<file path="src/rtl/bus_arb_pkg.sv">
// Shared types for the four-requester round-robin bus arbiter.
package bus_arb_pkg;

  localparam int NREQ = 4;

  typedef enum logic [1:0] {
    ARB_IDLE,
    ARB_OWN,
    ARB_GAP
  } arb_state_t;

  typedef logic [1:0] req_idx_t;

  function automatic logic [NREQ-1:0] idxToOneHot(input req_idx_t idx);
    logic [NREQ-1:0] oh;
    oh      = '0;
    oh[idx] = 1'b1;
    return oh;
  endfunction

endpackage

</file>
<file path="src/rtl/mux4_1.sv">
// Generic 4:1 data multiplexer.
module mux4_1 #(
  parameter int W = 16
) (
  input  logic [1:0]   i_sel,
  input  logic [W-1:0] i_d0,
  input  logic [W-1:0] i_d1,
  input  logic [W-1:0] i_d2,
  input  logic [W-1:0] i_d3,
  output logic [W-1:0] o_y
);

  always_comb begin
    case (i_sel)
      2'd0:    o_y = i_d0;
      2'd1:    o_y = i_d1;
      2'd2:    o_y = i_d2;
      default: o_y = i_d3;
    endcase
  end

endmodule

</file>
<file path="src/rtl/rr_priority4.sv">
// Round-robin pick: first requester set, scanning upward from one past the last owner.
module rr_priority4
  import bus_arb_pkg::*;
(
  input  logic [NREQ-1:0] i_req,
  input  req_idx_t        i_last,
  output logic            o_any,
  output req_idx_t        o_winner
);

  logic     w_found;
  req_idx_t w_cand;

  // The last owner itself is scanned last, so it only wins when nobody else asks.
  always_comb begin
    o_any    = |i_req;
    o_winner = '0;
    w_found  = 1'b0;
    w_cand   = '0;
    for (int i = 1; i <= NREQ; i++) begin
      w_cand = i_last + req_idx_t'(i);
      if (!w_found && i_req[w_cand]) begin
        o_winner = w_cand;
        w_found  = 1'b1;
      end
    end
  end

endmodule

</file>
<file path="src/rtl/bus_arbiter4.sv">
// Round-robin arbiter for the shared 4-input datapath bus, with a one-cycle dead gap between owners.
// Define BUS_ARB_TIMEOUT_EN to revoke a grant after MAX_HOLD owned cycles (pulsing Timeout).
module bus_arbiter4
  import bus_arb_pkg::*;
#(
  parameter int N = 16
`ifdef BUS_ARB_TIMEOUT_EN
  ,
  parameter int MAX_HOLD = 16
`endif
) (
  input  logic            Clk,
  input  logic            Reset,
  input  logic [NREQ-1:0] Req,
  input  logic [NREQ-1:0] Done,
  input  logic [N-1:0]    A_In,
  input  logic [N-1:0]    B_In,
  input  logic [N-1:0]    C_In,
  input  logic [N-1:0]    D_In,
  output logic [NREQ-1:0] Gnt,
  output logic [1:0]      Sel,
  output logic            Bus_Valid,
  output logic [N-1:0]    Bus_Out,
  output logic            Timeout
);

  arb_state_t      r_state, w_nextState;
  logic [NREQ-1:0] r_gnt, w_nextGnt;
  req_idx_t        r_sel, w_nextSel;
  req_idx_t        r_last, w_nextLast;
  logic            r_timeout, w_nextTimeout;

  logic            w_any;
  req_idx_t        w_winner;
  logic            w_release;
  logic            w_expire;
  logic [N-1:0]    w_muxOut;

  rr_priority4 u_prio (
    .i_req   (Req),
    .i_last  (r_last),
    .o_any   (w_any),
    .o_winner(w_winner)
  );

  assign w_release = Done[r_sel] | ~Req[r_sel];

`ifdef BUS_ARB_TIMEOUT_EN
  localparam int CW = (MAX_HOLD > 2) ? $clog2(MAX_HOLD) : 1;

  logic [CW-1:0] r_holdCnt;

  // Held at zero outside OWN so every grant starts counting from zero.
  always_ff @(posedge Clk) begin
    if (Reset) begin
      r_holdCnt <= '0;
    end else if (r_state != ARB_OWN) begin
      r_holdCnt <= '0;
    end else begin
      r_holdCnt <= r_holdCnt + 1'b1;
    end
  end

  assign w_expire = (r_holdCnt == CW'(MAX_HOLD - 1));
`else
  assign w_expire = 1'b0;
`endif

  always_ff @(posedge Clk) begin
    if (Reset) begin
      r_state   <= ARB_IDLE;
      r_gnt     <= '0;
      r_sel     <= '0;
      r_last    <= req_idx_t'(NREQ - 1);
      r_timeout <= 1'b0;
    end else begin
      r_state   <= w_nextState;
      r_gnt     <= w_nextGnt;
      r_sel     <= w_nextSel;
      r_last    <= w_nextLast;
      r_timeout <= w_nextTimeout;
    end
  end

  // IDLE and GAP arbitrate identically; a normal release outranks a forced one.
  always_comb begin
    w_nextState   = r_state;
    w_nextGnt     = r_gnt;
    w_nextSel     = r_sel;
    w_nextLast    = r_last;
    w_nextTimeout = 1'b0;
    case (r_state)
      ARB_IDLE, ARB_GAP: begin
        if (w_any) begin
          w_nextState = ARB_OWN;
          w_nextGnt   = idxToOneHot(w_winner);
          w_nextSel   = w_winner;
        end else begin
          w_nextState = ARB_IDLE;
          w_nextGnt   = '0;
        end
      end
      ARB_OWN: begin
        if (w_release || w_expire) begin
          w_nextState   = ARB_GAP;
          w_nextGnt     = '0;
          w_nextLast    = r_sel;
          w_nextTimeout = ~w_release;
        end
      end
      default: begin
        w_nextState = ARB_IDLE;
        w_nextGnt   = '0;
      end
    endcase
  end

  mux4_1 #(.W(N)) u_busMux (
    .i_sel(r_sel),
    .i_d0 (A_In),
    .i_d1 (B_In),
    .i_d2 (C_In),
    .i_d3 (D_In),
    .o_y  (w_muxOut)
  );

  assign Gnt       = r_gnt;
  assign Sel       = r_sel;
  assign Bus_Valid = |r_gnt;
  assign Bus_Out   = Bus_Valid ? w_muxOut : '0;
  assign Timeout   = r_timeout;

endmodule

</file>
<file path="config.mk">
export PLATFORM = sky130hd
export DESIGN_NAME = bus_arbiter4
export DESIGN_NICKNAME = d
export VERILOG_FILES = /design/src/rtl/bus_arb_pkg.sv /design/src/rtl/mux4_1.sv /design/src/rtl/rr_priority4.sv /design/src/rtl/bus_arbiter4.sv
export SDC_FILE = /design/constraint.sdc
export NUM_CORES = 1
export LEC_CHECK = 0
export CAP_MARGIN = 20
export CORE_ASPECT_RATIO = 1.1
export CORE_MARGIN = 3
export CORE_UTILIZATION = 29
export DETAILED_ROUTE_END_ITERATION = 10
export GPL_ROUTABILITY_DRIVEN = 0
export PLACE_DENSITY = 0.78
export SYNTH_ARGS = -nofsm -noshare
export SYNTH_HDL_FRONTEND = slang
export SYNTH_HIERARCHICAL = 1
export SYNTH_SLANG_ARGS = --single-unit
export TNS_END_PERCENT = 50
</file>
<file path="constraint.sdc">
create_clock -name Clk -period 1.7 [get_ports Clk]
set_clock_uncertainty 0.1 [all_clocks]
set_input_delay 0.255 -clock Clk [delete_from_list [all_inputs] [get_ports Clk]]
set_output_delay 0.255 -clock Clk [all_outputs]
set_load 0.02 [all_outputs]
</file>
==> flow_summary.ini <==
[die]
rows = 23
dieHeight_um = 71.7
die_area_sq_mm = 0.00471
start_util_pct = 30.6
coreArea_sq_mm = 0.00371
die_x_um = 65.7
ioPinCount = 98

[global_routing]
grt_pass1_vias = 1443
grt_pass1_wl_um = 7130
overflow = 0
grt_max_degree = 18
antenna_found_initial = 0
grt_usage_pct = 19.4

[hold_path]
hold_start = r_last[0]$_SDFFE_PP1P_
hold_class = reg2reg
min_path_cells = 2

[cts]
cts_hold_buffers = 0
clock-sinks = 11
root_buffer = clkbuf_8
path_clk_slew_ns = 0.05
cts_tree = done
htreeDepth = 1
cts_buffers = 3
insertion_delay_ns = 0.23
cts_buffer_depth = 2

[worst_setup_path]
crit_path_start_kind = flop
crit_fanout = 4
max_stage_delay_ns = 0.50
startpoint = Sel[0]$_SDFFE_PP0P_
path_class = reg2out
arrival_ns = 1.56
end_kind = output port
timing.rr.start = Sel[0]$_SDFFE_PP0P_
cp_slowest_cell = mux4_2
crit_required_ns = 1.34
cp_cell_sequence = clkbuf_16 > mux4_2 > nor2b_4 > buf_6
r2r_cells = 4

[finish]
finalNonFillerCells = 275
mostFrequentLayoutCells = clkdlybuf4s50_1 (75), buf_4 (22), mux4_2 (17)
final_core_util_pct = 66.9
area_growth_pct = 118
fillers = 281
fin_nets = 300
final_common_cell = clkdlybuf4s50_1
antennaDiodeCount = 0
drive_above_1_share_pct = 36.4

[place]
placed_cells = 267
dp_hpwl_um = 3790
port_buffers = 97

[sta]
period_share_pct = 113
finalSetupViolations = 16
maxSlewViolCount = 0
layout_setup_ws_ns = -0.213
final_hold_viol_count = 0
fmax_ghz = 0.523
post-route-min-period_ns = 1.91
rsz0062_at_grt = true

[yosys]
synth_top_area_share_pct = 21.8
postSynthAreaPerCell_sq_um = 10.8
async_flop_share_pct = 0
synth_top_area_cell = mux4_2
synth_cell_types = 31
synth.net_count = 179
yosysSeqAreaShare_pct = 19.4
netlist_area_sq_mm = 0.00114
synth_edf_count = 0
ys_ff_latch = 11
synthFlopType = dfxtp_1
ys_top_cells_by_area = mux4_2 (22%), dfxtp_1 (19%), mux4_1 (14%)
synth_cells = 105
ys_warn_count = 6

[outcome]
status = finished, violations left
violations = setup timing

[drt]
ant_nets = 0
wl_per_cell_um = 17.9
vias_per_cell = 5.07
drtPass1Iterations = 4
drtIter0Drc = 60
drc_errors = 0
routed_wl_um = 4910
vias = 1394

[power]
p_per_area_mw_per_mm2 = 691
total_power_mw = 1.72
power_leakage_nw = 1.02
ir_drop_mv = 0.320

[flow_run]
cap_violations = 0
==> cells in the mapped netlist (all sizes together), types with 2 or more instances <==
master / count
nor2b: 19
mux4: 17
dfxtp: 11
nand2: 9
nand2b: 6
buf: 5
inv: 4
nor2: 4
a21oi: 3
mux2i: 3
nand3b: 3
o21ai: 3
a211oi: 2
nor3b: 2
==> kinds of logic (layout without fill, tap and decap cells) <==
family | Yosys count | in the layout | synth area share [%]
other cells | 1 | 1 | 0.330
simple gates | 47 | 47 | 25.0
buf+inv | 9 | 129 | 5.39
compound gates | 16 | 16 | 10.7
flops | 11 | 11 | 19.4
mux | 21 | 21 | 39.3
==> flip-flops by register name (all words and copies together), names as in the netlist <==
signal	cells
Timeout	1
Sel	2
Gnt	4
r_state	2
r_last	2
==> power breakdown <==
part / internal (mW) / switching (mW)
clock: 0.164 / 0.0918
combinational: 0.663 / 0.467
sequential: 0.291 / 0.0386
==> routing by layer <==
| metal | vias up | routed length, um | share of wire [%] | track usage (%) |
|---|---|---|---|---|
| met2 | 81 | 2710 | 55 | 39.6 |
| met5 | - | 0 | 0 | 0 |
| met4 | 0 | 100 | 2.0 | 4.15 |
| met1 | 656 | 1660 | 34 | 19.3 |
| li1 | 639 | - | - | - |
| met3 | 18 | 444 | 9.0 | 4.08 |
==> through the flow <==
stage | setup slack (ns) | cell area, sq um | hold WS (ns) | setup TNS, ns
floorplan | -0.0220 | 1170 | 0.218 | -0.294
global route | -0.254 | 2480 | 0.491 | -3.75
CTS | -0.236 | 2350 | 0.466 | -3.13
finish | -0.213 | 2480 | 0.465 | -3.02
global placement | -0.496 | 2330 | 0.453 | -7.63
detailed placement | -0.522 | 2330 | 0.458 | -8.27
==> worst max-delay path: cells and delay by family (launching register included) <==
kind | cells | cell delay [ns]
AND/OR/NAND/NOR | 1 | 0.15
buffers and inverters | 2 | 0.29
flip-flops | 1 | 0.39
multiplexers | 1 | 0.50
==> cell type report <==
class,count,area (sq um),share of cell area (%)
inverter,4,15.0,0.604
timing repair buffer,121,1210,48.9
clock buffer,4,45.0,1.81
tap,50,62.6,2.52
multi-input combinational,85,921,37.1
sequential,11,226,9.11
==> final timing paths <==
check	endpoint	slack, ns
min	r_last[0]$_SDFFE_PP1P_	0.46
max reg2reg	r_state[1]$_SDFFE_PP0P_	0.05
min reg2reg	r_last[0]$_SDFFE_PP1P_	0.46
max	Bus_Out[6]	-0.21
==> what timing repair did <==
item,4_1_cts,5_1_grt
gates cloned,0,1
resized for setup,82,40
pin swaps,1,1
setup buffers,3,0
setup endpoints to repair,23,20
No activity file was read; power rests on OpenSTA's default activity.
